`src/rtl/inst_loader.sv`:
```
// inst_loader: byte-stream program loader for the instruction memory.
// Takes a little-endian image (4-byte word count N, then N words LSB first)
// over a valid/ready byte handshake and writes one 32-bit instruction per
// WRITE cycle, keeping cpu_hold asserted until the image is in place.
// Optional feature macro: INST_LOADER_CHECKSUM_EN adds a trailing 32-bit
// checksum (sum of all words mod 2^32) verified in the CHK state.
//
// state   | meaning
// --------+-------------------------------------------------------------
// IDLE    | after reset, no load active, core released
// HDR     | collecting the 4 header bytes (word count N)
// DATA    | collecting the 4 bytes of the next instruction
// WRITE   | single-cycle write strobe into instruction memory
// CHK     | collecting the 4 checksum bytes (checksum build only)
// DONE    | image loaded, core released
// ERR     | header overflow or checksum mismatch, core held

`ifndef WORD
`define WORD 32
`endif
`ifndef INST_SIZE
`define INST_SIZE 32
`endif

module inst_loader #(
  parameter int unsigned      SIZE      = 1024,
  parameter logic [`WORD-1:0] BASE_ADDR = '0
) (
  input  logic                   clk,
  input  logic                   rst_n,
  input  logic                   start,
  input  logic                   rx_valid,
  input  logic [7:0]             rx_data,
  output logic                   rx_ready,
  output logic                   wr_en,
  output logic [`WORD-1:0]       wr_addr,
  output logic [`INST_SIZE-1:0]  wr_data,
  output logic [$clog2(SIZE):0]  word_cnt,
  output logic                   cpu_hold,
  output logic                   done,
  output logic                   overflow,
  output logic                   chk_err
);

  localparam int CW = $clog2(SIZE) + 1;

  typedef enum logic [2:0] {
    S_IDLE  = 3'd0,
    S_HDR   = 3'd1,
    S_DATA  = 3'd2,
    S_WRITE = 3'd3,
`ifdef INST_LOADER_CHECKSUM_EN
    S_CHK   = 3'd4,
`endif
    S_DONE  = 3'd5,
    S_ERR   = 3'd6
  } state_t;

  state_t                 state_q, state_d;
  logic [1:0]             byte_cnt_q, byte_cnt_d;
  logic [31:0]            hdr_q, hdr_d;
  logic [31:0]            shift_q, shift_d;
  logic [CW-1:0]          word_cnt_q, word_cnt_d;
  logic                   rx_ready_q, rx_ready_d;
  logic                   wr_en_q, wr_en_d;
  logic [`WORD-1:0]       wr_addr_q, wr_addr_d;
  logic [`INST_SIZE-1:0]  wr_data_q, wr_data_d;
  logic                   cpu_hold_q, cpu_hold_d;
  logic                   done_q, done_d;
  logic                   overflow_q, overflow_d;
`ifdef INST_LOADER_CHECKSUM_EN
  logic [31:0]            sum_q, sum_d;
  logic [31:0]            chk_q, chk_d;
  logic                   chk_err_q, chk_err_d;
`endif

  logic                   accept;
  logic [4:0]             byte_pos;
  logic [31:0]            n_full;
  logic                   finish_load;
  logic                   start_ok;

  assign accept   = rx_valid && rx_ready_q;
  assign byte_pos = {byte_cnt_q, 3'b000};
  assign n_full   = {rx_data, hdr_q[23:0]};
  assign start_ok = start && (state_q == S_IDLE || state_q == S_DONE || state_q == S_ERR);

  // Next-state and next-output logic; every register holds unless a case below moves it.
  always_comb begin
    state_d     = state_q;
    byte_cnt_d  = byte_cnt_q;
    hdr_d       = hdr_q;
    shift_d     = shift_q;
    word_cnt_d  = word_cnt_q;
    wr_en_d     = 1'b0;
    wr_addr_d   = wr_addr_q;
    wr_data_d   = wr_data_q;
    cpu_hold_d  = cpu_hold_q;
    done_d      = done_q;
    overflow_d  = overflow_q;
    finish_load = 1'b0;
`ifdef INST_LOADER_CHECKSUM_EN
    sum_d       = sum_q;
    chk_d       = chk_q;
    chk_err_d   = chk_err_q;
`endif

    if (start_ok) begin
      state_d    = S_HDR;
      cpu_hold_d = 1'b1;
      done_d     = 1'b0;
      overflow_d = 1'b0;
      word_cnt_d = '0;
      byte_cnt_d = 2'd0;
      hdr_d      = '0;
`ifdef INST_LOADER_CHECKSUM_EN
      chk_err_d  = 1'b0;
      sum_d      = '0;
`endif
    end else begin
      case (state_q)
        S_HDR: begin
          if (accept) begin
            byte_cnt_d = byte_cnt_q + 2'd1;
            hdr_d[byte_pos +: 8] = rx_data;
            if (byte_cnt_q == 2'd3) begin
              if (n_full > 32'(SIZE)) begin
                state_d    = S_ERR;
                overflow_d = 1'b1;
              end else if (n_full == 32'd0) begin
                finish_load = 1'b1;
              end else begin
                state_d = S_DATA;
              end
            end
          end
        end

        S_DATA: begin
          if (accept) begin
            byte_cnt_d = byte_cnt_q + 2'd1;
            shift_d[byte_pos +: 8] = rx_data;
            if (byte_cnt_q == 2'd3) begin
              state_d   = S_WRITE;
              wr_en_d   = 1'b1;
              wr_data_d = {rx_data, shift_q[23:0]};
              wr_addr_d = BASE_ADDR + (`WORD'(word_cnt_q) << 2);
            end
          end
        end

        S_WRITE: begin
          word_cnt_d = word_cnt_q + CW'(1);
`ifdef INST_LOADER_CHECKSUM_EN
          sum_d = sum_q + wr_data_q;
`endif
          if ((32'(word_cnt_q) + 32'd1) < hdr_q) begin
            state_d = S_DATA;
          end else begin
            finish_load = 1'b1;
          end
        end

`ifdef INST_LOADER_CHECKSUM_EN
        S_CHK: begin
          if (accept) begin
            byte_cnt_d = byte_cnt_q + 2'd1;
            chk_d[byte_pos +: 8] = rx_data;
            if (byte_cnt_q == 2'd3) begin
              if (sum_q == {rx_data, chk_q[23:0]}) begin
                state_d    = S_DONE;
                done_d     = 1'b1;
                cpu_hold_d = 1'b0;
              end else begin
                state_d   = S_ERR;
                chk_err_d = 1'b1;
              end
            end
          end
        end
`endif

        default: begin
        end
      endcase

      // End of the data stream: either verify the checksum or release the core.
      if (finish_load) begin
`ifdef INST_LOADER_CHECKSUM_EN
        state_d    = S_CHK;
        byte_cnt_d = 2'd0;
`else
        state_d    = S_DONE;
        done_d     = 1'b1;
        cpu_hold_d = 1'b0;
`endif
      end
    end

`ifdef INST_LOADER_CHECKSUM_EN
    rx_ready_d = (state_d == S_HDR) || (state_d == S_DATA) || (state_d == S_CHK);
`else
    rx_ready_d = (state_d == S_HDR) || (state_d == S_DATA);
`endif
  end

  // State and registered outputs; reset abandons any load in progress.
  always_ff @(posedge clk or negedge rst_n) begin
    if (!rst_n) begin
      state_q    <= S_IDLE;
      byte_cnt_q <= 2'd0;
      hdr_q      <= '0;
      shift_q    <= '0;
      word_cnt_q <= '0;
      rx_ready_q <= 1'b0;
      wr_en_q    <= 1'b0;
      wr_addr_q  <= '0;
      wr_data_q  <= '0;
      cpu_hold_q <= 1'b0;
      done_q     <= 1'b0;
      overflow_q <= 1'b0;
    end else begin
      state_q    <= state_d;
      byte_cnt_q <= byte_cnt_d;
      hdr_q      <= hdr_d;
      shift_q    <= shift_d;
      word_cnt_q <= word_cnt_d;
      rx_ready_q <= rx_ready_d;
      wr_en_q    <= wr_en_d;
      wr_addr_q  <= wr_addr_d;
      wr_data_q  <= wr_data_d;
      cpu_hold_q <= cpu_hold_d;
      done_q     <= done_d;
      overflow_q <= overflow_d;
    end
  end

`ifdef INST_LOADER_CHECKSUM_EN
  // Running word sum, received checksum and mismatch flag.
  always_ff @(posedge clk or negedge rst_n) begin
    if (!rst_n) begin
      sum_q     <= '0;
      chk_q     <= '0;
      chk_err_q <= 1'b0;
    end else begin
      sum_q     <= sum_d;
      chk_q     <= chk_d;
      chk_err_q <= chk_err_d;
    end
  end

  assign chk_err = chk_err_q;
`else
  assign chk_err = 1'b0;
`endif

  assign rx_ready = rx_ready_q;
  assign wr_en    = wr_en_q;
  assign wr_addr  = wr_addr_q;
  assign wr_data  = wr_data_q;
  assign word_cnt = word_cnt_q;
  assign cpu_hold = cpu_hold_q;
  assign done     = done_q;
  assign overflow = overflow_q;

endmodule

```
`config.mk`:
```
export PLATFORM = sky130hd
export DESIGN_NAME = inst_loader
export DESIGN_NICKNAME = d
export VERILOG_FILES = /design/src/rtl/inst_loader.sv
export SDC_FILE = /design/constraint.sdc
export NUM_CORES = 1
export LEC_CHECK = 0
export CORE_MARGIN = 5
export CORE_UTILIZATION = 50
export DETAILED_ROUTE_END_ITERATION = 10
export PLACE_DENSITY = 0.79
export RECOVER_POWER = 50
export SLEW_MARGIN = 0
export SYNTH_ARGS = -nofsm -noshare
export SYNTH_HDL_FRONTEND = slang
export SYNTH_SLANG_ARGS = --single-unit
```
`constraint.sdc`:
```
create_clock -name clk -period 7.3 [get_ports clk]
set_clock_uncertainty 0.15 [all_clocks]
set_input_delay 1.46 -clock clk [delete_from_list [all_inputs] [get_ports clk]]
set_output_delay 1.46 -clock clk [all_outputs]
set_load 0.02 [all_outputs]
```
Word-level counts from Yosys, hierarchy flattened
Index checks and enable logic that the tools add are counted.
{ "totals": {"register_bits": 128, "in_bits": 12, "out_inout_bits": 81, "wordCells": 89} }
{ "classes": {"addsub": 4, "magnitude_cmp": 2, "n_eq_ne": 8, "shift": 2, "n_mux": 40, "n_bitwise": 1, "reduce_logical": 20} }
{ "op_table": {"columns": ["operator", "count"], "rows": [
  ["32-bit 2-to-1 mux", 3],
  ["32-bit bitwise mux", 2],
  ["32-bit by 11-bit > comparator with 1-bit output, second input constant", 1],
  ["32-bit zero test", 1],
  ["12-bit by 32-bit less-than comparator with 1-bit output", 1],
  ["8-bit by 7-bit variable shift with 32-bit output, first input constant", 1],
  ["8-bit by 7-bit variable part select with 32-bit output", 1],
  ["3-bit 2-to-1 mux", 9],
  ["11-bit 2-to-1 mux", 2],
  ["1-bit 2-to-1 mux", 19],
  ["2-bit nonzero test", 7],
  ["11-bit by 1-bit adder with 12-bit output, second input constant", 1],
  ["11-bit by 1-bit adder with 11-bit output, second input constant", 1],
  ["3-bit by 2-bit == test with 1-bit output, second input constant", 3],
  ["3-bit one-hot mux with 3 select lines", 1],
  ["4-bit AND reduction", 2],
  ["5-bit negation with 7-bit output", 1],
  ["3-bit by 1-bit == test with 1-bit output, second input constant", 2],
  ["3-bit == test, second input constant", 2],
  ["2-bit 2-to-1 mux", 3],
  ["2-bit AND reduction", 2],
  ["3-bit zero test", 1],
  ["1-bit logical OR", 3],
  ["3-bit AND reduction", 1],
  ["other kinds (6)", 7]
]} }

Depth between registers and ports, before layout
Gate-level depths: netlist (run 1).
{ "logic_depth": {"depth_word": 11, "mapped_depth": 10, "mapped_depth_nobuf": 10} }

Worst setup path after synthesis (run 1)
Ideal clock, no wire load.
{ "synth_path": {"path_kind": "reg2reg", "startpoint": "register word_cnt_q[0], in the netlist word_cnt[0]", "endpoint": "register state_q[2]", "setup_ps": 129, "arrival_time_ps": 2760, "required_time_ps": 7021, "setup_slack_ps": 4261, "stages_incl_launch_ff": 10, "path_buffers": 0, "period_less_slack_ps": 3039, "cell_sequence": "dfrtp_1 -> ha_1 -> nand3_1 -> nor4_1 -> xor2_1 -> ha_1 -> nand4_1 -> a2111oi_0 -> o311a_1 -> o41a_1"} }
{ "synth_between": {"elab_chain_len": 7, "word_cells_on_any_way": 9, "cone_classes": "add/sub: 1; order compare: 1; mux: 7"} }
{ "synth_rtl": {"columns": ["item", "line", "source"], "rows": [
  ["start: declaration", "63", "logic [CW-1:0] word_cnt_q, word_cnt_d;"],
  ["start signal: assignment", "227", "word_cnt_q <= word_cnt_d;"],
  ["11-bit by 1-bit adder with 12-bit output *", "157", "if ((32'(word_cnt_q) + 32'd1) < hdr_q) begin"],
  ["12-bit by 32-bit less-than comparator with 1-bit output *", "157", null],
  ["1-bit 2-to-1 mux", "157", null],
  ["1-bit one-hot mux with 2 select lines", "121", "case (state_q)"],
  ["1-bit 2-to-1 mux", "108", "if (start_ok) begin"],
  ["3-bit 2-to-1 mux *", "188", "if (finish_load) begin"],
  ["3-bit 2-to-1 mux *", "108", null],
  ["net state_d[2]", "59", "state_t state_q, state_d;"],
  ["end signal: assignment", "223", "state_q <= state_d;"],
  ["end: declaration", "59", null]
]} }
The timed path passes the listed nets; every way through them passes the cells marked *. The select of a mux whose other input is x is not followed.
A chain may end at the register's enable or synchronous reset.

Worst setup path in the final report (run 1)
{ "layout_path": {"startpoint": "input port rx_valid", "endpoint": "register wr_data_q[7], in the netlist wr_data[7]"} }
{ "layout_between": {"elab_chain_len": 2} }
{ "layout_rtl": {"columns": ["item", "line", "source"], "rows": [
  ["start: declaration", "32", "input logic rx_valid,"],
  ["1-bit logical AND", "83", "assign accept = rx_valid && rx_ready_q;"],
  ["4-bit AND reduction (no line)", null, null],
  ["end signal: assignment", "231", "wr_data_q <= wr_data_d;"],
  ["end: declaration", "67", "logic [`INST_SIZE-1:0] wr_data_q, wr_data_d;"]
]} }
No other way between the ends.

==> metrics, run 1 <==
routed length per instance=17.9 microns; Final Non-Filler Cells=718; number of post-CTS setup repair buffers=0; largest net degree at the start of global routing=65; Placed Area=approximately 6300 sq um; Post-synth ARST share=1.00; Design Area, Final=a little under 7000 sq um; hpwl dp=~8400 microns; sw frac=0.323; Max IR drop VDD=~160 uV; Initial Utilization=0.513; Post-synth EDFFs=0; top_reg_cell synth=dfrtp_1; Cell Area, Synth=approximately 5600 sq um; CP Max Fanout=44; setup ws final=around 2.8 ns; area grow syn2layout=23.0%; critical path's top delay family=buffers and inverters; failing checks=max-capacitance violations, max-slew violations; Core ar.=about 11000 sq um; initial antenna violation count=0; CTS Buf Count=17; sequential cell area fraction in the yosys report=0.537; Logic pwr share=0.237; drt initial violations=roughly 240; proportion of layout cells with a drive suffix above 1=0.156; warnings from Yosys=0; post-synth top area share=0.537; fmax=roughly 220 MHz; TritonCTS clock tree=done; via count=4022; max-cap violations=2; CP peak stage delay=approximately 1.9 ns; grt met1 use=0.259; Pre-antenna DRT Iters=4; Flop pwr share=0.367; fill count=between 800 and 900; clock sink total=120; CTS clk-pin slew, worst paths=~0.06 ns; Top Usage Layer GRT=met2; CP Data Arrival Time=between 4 and 5 ns; Max stage delay cell, worst path=clkbuf_1; DP Worst Slack=3.59 ns; unrepaired setup endpoints after global routing=false; Synth Register Bits=120; first-pass GRT wire length=21300 microns; commonest non-fill, non-tap cells in the layout=dfrtp_1, nand2_1, clkdlybuf4s50_1; setup TNS=0 ns; CP Buf/Inv Count=2; outcome=complete, but fails checks; ANT cells=0; Setup Viol. Count Final=0; Root Buffer Master=clkbuf_8; Die ar.=roughly 13000 sq um; Hold WC Path Type=register to register; Worst setup startpoint=rx_valid; total wire length=between 10000 and 15000 microns; syn avg cell area=~11 sq um; Remaining Overflow, GRT=0; routed vias/inst=~5.6; latest clock arrival within the worst-skew pair=around 0.52 ns; met2 usage=0.330; Placed Instances=slightly below 700; type of origin of the critical path=input port; period utilisation layout=0.620; cts repair resizes=0; worst-margin pin slew=3.06 ns; clk buf depth=2; crit end category=register; ranking of synthesized cells by area=dfrtp_1, mux2_2, a22o_1, nand2_1, ha_1; Unique masters post-synth=54; cts hold-fix bufs=0; CP Cell Sequence=dlygate4sd3_1 -> nand4_1 -> nor2_4 -> clkbuf_1 -> mux2_2; Post-DRT Antenna Nets=0; Slew headroom=-1.04; Final #Nets=roughly 600; Die H=roughly 120 microns; site row count=38; GP Congestion=between 0.8 and 0.9; Pint=around 1.5 mW; Die W=roughly 120 microns; Post-Synthesis Cells=501; Clock power frac=0.395; critical path type=input port to register; Tmin final=~4.5 ns; Worst EP required=around 7.5 ns; Worst Hold Launch=shift_q[7]$_DFFE_PN0P_; number of global-route vias before repair=between 4000 and 5000; power per cell area=around 320 nW/um^2; r2r startpoint=byte_cnt_q[0]$_DFFE_PN0P_; PortBufs=70; residual DRC count=0; leading area contributor after synthesis=dfrtp_1; num ports=93; htree depth=4; sw power=approximately 0.71 mW; final hold violation count=0; Leak=between 3 and 4 nW; gr usage total=0.204; Slew Limit Fails=103; most common cell after layout, fill and taps aside=dfrtp_1; global-route met3 utilization=0.0538
## path summary, 6_finish.rpt
kind / end / slack, ns / cells after the start
max: wr_data[7]$_DFFE_PN0P_ / 2.77 / 5
min: shift_q[7]$_DFFE_PN0P_ / 0.33 / 2
max reg2reg: wr_data[7]$_DFFE_PN0P_ / 3.52 / 5
min reg2reg: shift_q[7]$_DFFE_PN0P_ / 0.33 / 2
max in group asynchronous: hdr_q[9]$_DFFE_PN0P_ / 3.18 / 2
min in group asynchronous: wr_addr[5]$_DFFE_PN0P_ / 1.80 / 1
## stage by stage
stage               power (mW)   util  hold slack, ns
floorplan                 1.17      -           0.294
global placement          1.30  0.576           0.308
detailed placement        1.32  0.576           0.319
CTS                       2.20  0.633           0.333
global route              2.30  0.631           0.351
finish                    2.19  0.631           0.334
## metal layers
layer	vias to the layer above	routed length, microns
li1	1849	-
met1	1987	5340
met2	157	6310
met3	29	907
met4	0	286
met5	-	0
## final cells by class
| class | instances | area (sq um) | share of cell area |
|---|---|---|---|
| Timing Repair Buffer | 72 | 706 | 0.103 |
| Sequential cell | 120 | 3000 | 0.437 |
| Tap cell | 140 | 175 | 0.0255 |
| Inverter | 18 | 67.6 | 0.00983 |
| Clock buffer | 17 | 414 | 0.0603 |
| Multi-Input combinational cell | 336 | 2300 | 0.335 |
| Clock inverter | 15 | 203 | 0.0295 |
## cell usage after synthesis (all sizes together), types with 3 or more instances
cell / instances
xnor2: 5
clkbuf: 11
ha: 18
mux2: 43
or3: 3
nand3: 9
a22o: 31
buf: 37
nand2: 71
inv: 18
nor4: 10
nor3: 6
and3: 8
nand4: 4
xor2: 7
a21o: 3
a21oi: 15
dfrtp: 120
nor2: 17
o21ai: 41
## worst min-delay path, stage by stage (launching register included)
cell and delay [ns]:
dfrtp_1 0.34, nand2_1 0.05, o21ai_1 0.06
## power groups by stage
stage	Combinational, mW	Sequential, mW	Clock (mW)
2_1_floorplan	0.367	0.803	0
3_3_place_gp	0.491	0.807	0
3_5_place_dp	0.511	0.811	0
4_1_cts	0.521	0.801	0.876
5_1_grt	0.569	0.812	0.915
6_report	0.519	0.803	0.864
## cell families after synthesis
logic type      share of synthesized area
flops                               0.537
simple gates                        0.122
xor+xnor                           0.0188
compound gates                      0.127
other cells                      0.000671
mux                                0.0884
fa+ha+maj                          0.0421
buf+inv                            0.0636
## state kept, by name (all words and copies together) (netlist names)
signal      cells
wr_addr        11
wr_data        32
word_cnt       11
cpu_hold        1
shift_q        24
done            1
wr_en           1
rx_ready        1
byte_cnt_q      2
state_q         3
hdr_q          32
overflow        1
Note: power is estimated with default switching activity, not from simulation.
==> inputs of run 2 (changes only) <==
==> constraint.sdc (replaced) <==
create_clock -name clk -period 4.32 [get_ports clk]
set_clock_uncertainty 0.15 [all_clocks]
set_input_delay 0.864 -clock clk [delete_from_list [all_inputs] [get_ports clk]]
set_output_delay 0.864 -clock clk [all_outputs]
set_load 0.02 [all_outputs]
==> run 2 against run 1 <==
  * The flow still finishes with violations (max-capacitance violations, max-slew violations)
  * Highest routed layer unchanged
  * Worst hold slack lost 0.0014 ns
  * Final area down 0.35%
  * Clock power grew 52%
  * Global-route usage shrank 0.37 points
  * Largest cell class unchanged
  * Register-to-register slack worse by 2.4 ns
  * First-iteration DRC count rose by 29%
  * Routed wire length shrank 0.56%
  * Sequential share of layout area increased by 0.15 points
  * Power grew 61%
  * Final cell count decreased by 0.14%
==> metrics, run 2 (synthesis gave the netlist of run 1 again) <==
Clock power frac=0.372 (-0.023); clk buf depth=2 (unchanged); clock sink total=120 (unchanged); number of global-route vias before repair=4084 (-3.8%); type of origin of the critical path=input port; Flop pwr share=0.384 (+0.017); fill count=872 (+4.3%); critical path type=input port to register; first-pass GRT wire length=20700 microns (-2.6%); Leak=3.18 nW (+0.62%); Remaining Overflow, GRT=0 (unchanged); Die ar.=13400 sq um (unchanged); sw frac=0.313 (-0.0102); Setup Viol. Count Final=0 (unchanged); cts hold-fix bufs=0 (unchanged); crit end category=register; setup TNS=0 ns (unchanged); Die W=116 microns (unchanged); Tmin final=3.36 ns; Core ar.=10900 sq um (unchanged); CTS clk-pin slew, worst paths=0.06 ns (about the same); area grow syn2layout=22.6%; Slew Limit Fails=95 (-7.8%); CTS Buf Count=17 (unchanged); Max IR drop VDD=243 uV (+56%); Root Buffer Master=clkbuf_8; largest net degree at the start of global routing=77 (+18%); latest clock arrival within the worst-skew pair=0.51 ns (about the same); Post-DRT Antenna Nets=0 (unchanged); htree depth=4 (unchanged); CP Data Arrival Time=3.60 ns (-1.17 ns); via count=3947 (-1.9%); proportion of layout cells with a drive suffix above 1=0.156 (+0.000270); CP Max Fanout=27 (-39%); fmax=between 200 and 300 MHz; Slew headroom=-0.242 (+0.801); Initial Utilization=0.513 (unchanged); hpwl dp=8760 microns (+4.4%); Die H=116 microns (unchanged); cts repair resizes=0 (unchanged); outcome=complete, but fails checks; met2 usage=0.324 (-0.00617); DP Worst Slack=1.16 ns (-2.44 ns); unrepaired setup endpoints after global routing=false; Logic pwr share=0.244 (+0.007); setup ws final=0.961 ns (-1.81 ns); final hold violation count=0 (unchanged); TritonCTS clock tree=done; period utilisation layout=0.777; commonest non-fill, non-tap cells in the layout=dfrtp_1, nand2_1, clkdlybuf4s50_1; Worst EP required=4.57 ns (-2.97 ns); initial antenna violation count=0 (unchanged); max-cap violations=2 (unchanged); power per cell area=514 nW/um^2 (+62%); routed vias/inst=5.50 (-1.7%); number of post-CTS setup repair buffers=0 (unchanged); routed length per instance=17.8 microns (-0.42%); site row count=38 (unchanged); Pre-antenna DRT Iters=4 (unchanged); grt met1 use=0.258 (-0.000507); Hold WC Path Type=register to register; Pint=2.42 mW (+64%); FF-to-FF path depth=9 (+4); global-route met3 utilization=0.0527 (-0.00104); Hold Path Stages=2 (unchanged); sw power=1.10 mW (+56%); worst-margin pin slew=1.86 ns (-1.20 ns); residual DRC count=0 (unchanged); failing checks=max-capacitance violations, max-slew violations; ANT cells=0 (unchanged); most common cell after layout, fill and taps aside=dfrtp_1; num ports=93 (unchanged); Final #Nets=599 (+0.67%); drt initial violations=306 (+29%); Top Usage Layer GRT=met2; PortBufs=70 (unchanged); total wire length=12800 microns (-0.56%); GP Congestion=0.918 (+8.4%); gr usage total=0.200 (-0.00374)
run 2: changes by cell type in the layout (fill, tap and decap cells not counted), sizes merged:
cell | before | now
buf | 1 | 5
bufinv | 4 | 1
clkbuf | 19 | 26
clkdlybuf4s50 | 66 | 68
clkinv | 5 | 2
clkinvlp | 5 | 0
dlygate4sd3 | 3 | 1
inv | 19 | 18
run 2: final timing paths:
| check | slack [ns] | from | endpoint |
|---|---|---|---|
| worst max-delay path | 0.96 | rx_valid | wr_data[20]$_DFFE_PN0P_ |
| worst min-delay path | 0.33 | shift_q[3]$_DFFE_PN0P_ | shift_q[3]$_DFFE_PN0P_ |
| worst max register to register | 1.14 | word_cnt[0]$_DFFE_PN0P_ | state_q[2]$_DFF_PN0_ |
| worst min register to register | 0.33 | shift_q[3]$_DFFE_PN0P_ | shift_q[3]$_DFFE_PN0P_ |
| max in group asynchronous | 1.39 | rst_n | wr_data[6]$_DFFE_PN0P_ |
| min in group asynchronous | 0.70 | rst_n | wr_addr[3]$_DFFE_PN0P_ |
run 2: final cells by class:
| type | count | area (sq um) | share of cell area |
|---|---|---|---|
| sequential | 120 | 3000 | 0.438 |
| multi-input combinational | 336 | 2300 | 0.336 |
| timing repair buffer | 76 | 751 | 0.110 |
| clock buffer | 24 | 510 | 0.0745 |
| tap | 140 | 175 | 0.0256 |
| inverter | 18 | 67.6 | 0.00986 |
| clock inverter | 3 | 40.0 | 0.00585 |
run 2: metrics by stage:
stage	power (mW)	util	cell area [sq um]	hold slack, ns	std cells
after floorplan	1.98	-	5670	0.294	522
after global placement	2.21	0.581	6330	0.308	690
after detailed placement	2.24	0.581	6330	0.318	690
after CTS	3.56	0.632	6880	0.330	717
after global routing	3.70	0.629	6850	0.352	717
final	3.52	0.629	6850	0.333	717
run 2: routing by layer:
metal	part of all wire	routed length (microns)
met5	0	0
met4	0.022	285
met3	0.067	861
met2	0.48	6120
met1	0.43	5510
run 2: worst max-delay path, cell delays in order:
cell	delay (ns)
dlygate4sd3_1	0.57
nand4_1	0.17
nor2_1	1.32
buf_12	0.31
mux2_2	0.36
run 2: power groups by stage:
stage          Combinational [mW]  Clock, mW  Sequential, mW
6_report                    0.859       1.31            1.35
5_1_grt                     0.950       1.38            1.37
4_1_cts                     0.874       1.33            1.35
3_5_place_dp                0.867          0            1.37
3_3_place_gp                0.847          0            1.36
2_1_floorplan               0.620          0            1.36
==> inputs of run 3 (changes only) <==
==> constraint.sdc (replaced) <==
create_clock -name clk -period 3.2 [get_ports clk]
set_clock_uncertainty 0.15 [all_clocks]
set_input_delay 0.64 -clock clk [delete_from_list [all_inputs] [get_ports clk]]
set_output_delay 0.64 -clock clk [all_outputs]
set_load 0.02 [all_outputs]
==> run 3 against run 2 <==
  * The run now ends clean
  * Flip-flop and latch count unchanged
  * Worst setup slack got worse by 0.79 ns
  * Global-route usage increased by 0.50 points
  * Die area unchanged
  * Non-clock buffer count increased by 13
  * Worst hold slack got worse by 0.0021 ns
  * Critical path depth increased by 5
  * Sequential power increased by 35%
  * Core utilization increased by 1.9 points
  * Routed wire length increased by 2.0%
  * Critical path type is now register to register
  * Largest power group is now clock
==> metrics, run 3 (synthesis gave the netlist of run 1 again) <==
Worst Hold Launch=shift_q[0]$_DFFE_PN0P_; worst-margin pin slew=1.19 ns (-0.677 ns); drt initial violations=258 (-16%); Slew Limit Fails=0 (-100%); Hold WC Path Type=register to register; Core ar.=10900 sq um (unchanged); Leak=3.28 nW (+3.2%); residual DRC count=0 (unchanged); Root Buffer Master=clkbuf_8; final hold violation count=0 (unchanged); num ports=93 (unchanged); Die H=116 microns (unchanged); routed length per instance=17.7 microns (-0.46%); Setup Viol. Count Final=0 (unchanged); number of global-route vias before repair=4176 (+2.3%); CTS clk-pin slew, worst paths=0.06 ns (about the same); outcome=finished clean; CTS Buf Count=17 (unchanged); r2r startpoint=word_cnt[1]$_DFFE_PN0P_; multi-input logic area=2330 sq um (+1.3%); Pre-antenna DRT Iters=4 (unchanged); site row count=38 (unchanged); TritonCTS clock tree=done; number of post-CTS setup repair buffers=0 (unchanged); Hold Path End=shift_q[0]$_DFFE_PN0P_; first-pass GRT wire length=21200 microns (+2.2%); via count=4076 (+3.3%); r2r endpoint=state_q[2]$_DFF_PN0_; Max stage delay cell, worst path=o311a_1; area grow syn2layout=26.3%; Final Core Density=0.648 (+0.0190); PortBufs=70 (unchanged); Post-DRT Antenna Nets=0 (unchanged); Remaining Overflow, GRT=0 (unchanged); initial antenna violation count=0 (unchanged); most common cell after layout, fill and taps aside=dfrtp_1; Final #Nets=612 (+2.2%); cell mode on critical path=ha_1; latest clock arrival within the worst-skew pair=0.52 ns (about the same); FF-to-FF path depth=10 (+1); gr usage total=0.205 (+0.00496); Hold Path Stages=2 (unchanged); clock sink total=120 (unchanged); critical path type=register to register; CP peak stage delay=0.46 ns (-0.86 ns); period utilisation layout=0.946; Die W=116 microns (unchanged); CP Data Arrival Time=3.27 ns (-0.33 ns); hpwl dp=8760 microns (about the same); Die ar.=13400 sq um (unchanged); setup ws final=0.174 ns (-0.787 ns); CP Buf/Inv Count=1 (-1); Tmin final=approximately 3.0 ns; Placed Area=6420 sq um (+1.4%); commonest non-fill, non-tap cells in the layout=dfrtp_1, nand2_1, clkdlybuf4s50_1; largest net degree at the start of global routing=57 (-26%); GP Congestion=0.927 (+0.91%); power per cell area=721 nW/um^2 (+40%); total wire length=13000 microns (+2.0%); fill count=826 (-5.3%); proportion of layout cells with a drive suffix above 1=0.185 (+0.0289); htree depth=4 (unchanged); clk buf depth=2 (unchanged); ANT cells=0 (unchanged); crit end category=register; Hold Slack=0.331 ns (-0.00205 ns); Design Area, Final=7060 sq um (+3.0%); max-cap violations=0 (-2); Slew headroom=0.209 (+0.451); Initial Utilization=0.513 (unchanged); routed vias/inst=5.55 (+0.74%); DP Worst Slack=0.127 ns (-1.03 ns); CP Cell Sequence=ha_1 -> nand3_2 -> nor4_2 -> buf_4 -> xor2_1 -> ha_1 -> nand2_1 -> o21ai_0 -> o311a_1 -> o41a_1; fmax=331 MHz; CP Max Fanout=6 (-78%); type of origin of the critical path=register; critical path's top delay family=compound AO/OA/AOI/OAI gates; Worst EP required=3.45 ns (-1.12 ns); register area=3000 sq um (about the same); Max IR drop VDD=371 uV (+52%); flop-to-flop setup slack=0.17 ns (-0.97 ns)
==> run 3: per-stage QoR <==
stage | cells | TNS (ns) | power [mW]
detailed placement | 702 | 0 | 3.02
floorplan | 522 | 0 | 2.67
global placement | 702 | 0 | 2.98
global route | 735 | -0.0133 | 5.32
finish | 735 | 0 | 5.08
CTS | 735 | 0 | 5.12
==> run 3: what timing repair did <==
| action | 4_1_cts | 5_1_grt |
|---|---|---|
| hold buffers | 1 | 0 |
| endpoints found under the setup margin | 0 | 6 |
| gates resized for setup | 0 | 7 |
| hold endpoints to repair | 35 | 0 |
==> run 3: worst reg2reg max path, delay by kind of cell (launching register included) <==
family | cells | cell delay, ns
AOI/OAI and AO/OA | 3 | 0.96
and+or+nand+nor | 3 | 0.54
adders and majority gates | 2 | 0.51
DFF | 1 | 0.42
buffers and inverters | 1 | 0.17
xor gates and xnor gates | 1 | 0.15
==> run 3: worst max-delay path by stage <==
stage / end / startpoint / cells after the start
floorplan: state_q[2]$_DFF_PN0_ / word_cnt[0]$_DFFE_PN0P_ / 9
global placement: state_q[2]$_DFF_PN0_ / word_cnt[0]$_DFFE_PN0P_ / 10
detailed placement: state_q[2]$_DFF_PN0_ / word_cnt[0]$_DFFE_PN0P_ / 10
CTS: state_q[2]$_DFF_PN0_ / word_cnt[0]$_DFFE_PN0P_ / 10
global route: state_q[2]$_DFF_PN0_ / word_cnt[1]$_DFFE_PN0P_ / 10
finish: state_q[2]$_DFF_PN0_ / word_cnt[1]$_DFFE_PN0P_ / 10
==> run 3: where the power goes <==
group	total, mW	switching [mW]	internal [mW]
clock	2.08	0.680	1.40
combinational	1.18	0.718	0.461
sequential	1.82	0.152	1.67
==> run 3: per-layer routing <==
metal | GRT usage | vias up | routed length, microns
met1 | 0.261 | 2058 | 5670
met4 | 0.0882 | 0 | 257
li1 | - | 1878 | -
met3 | 0.0601 | 20 | 758
met5 | 0 | - | 0
met2 | 0.331 | 120 | 6350
==> run 3: layout make-up <==
class	instances	share of cell area
clock buffers	20	0.0646
repair buffers	89	0.117
multi-input cells	336	0.330
clock inverters	12	0.0278
flip-flops and latches	120	0.426
well taps	140	0.0248
inverters	18	0.00958
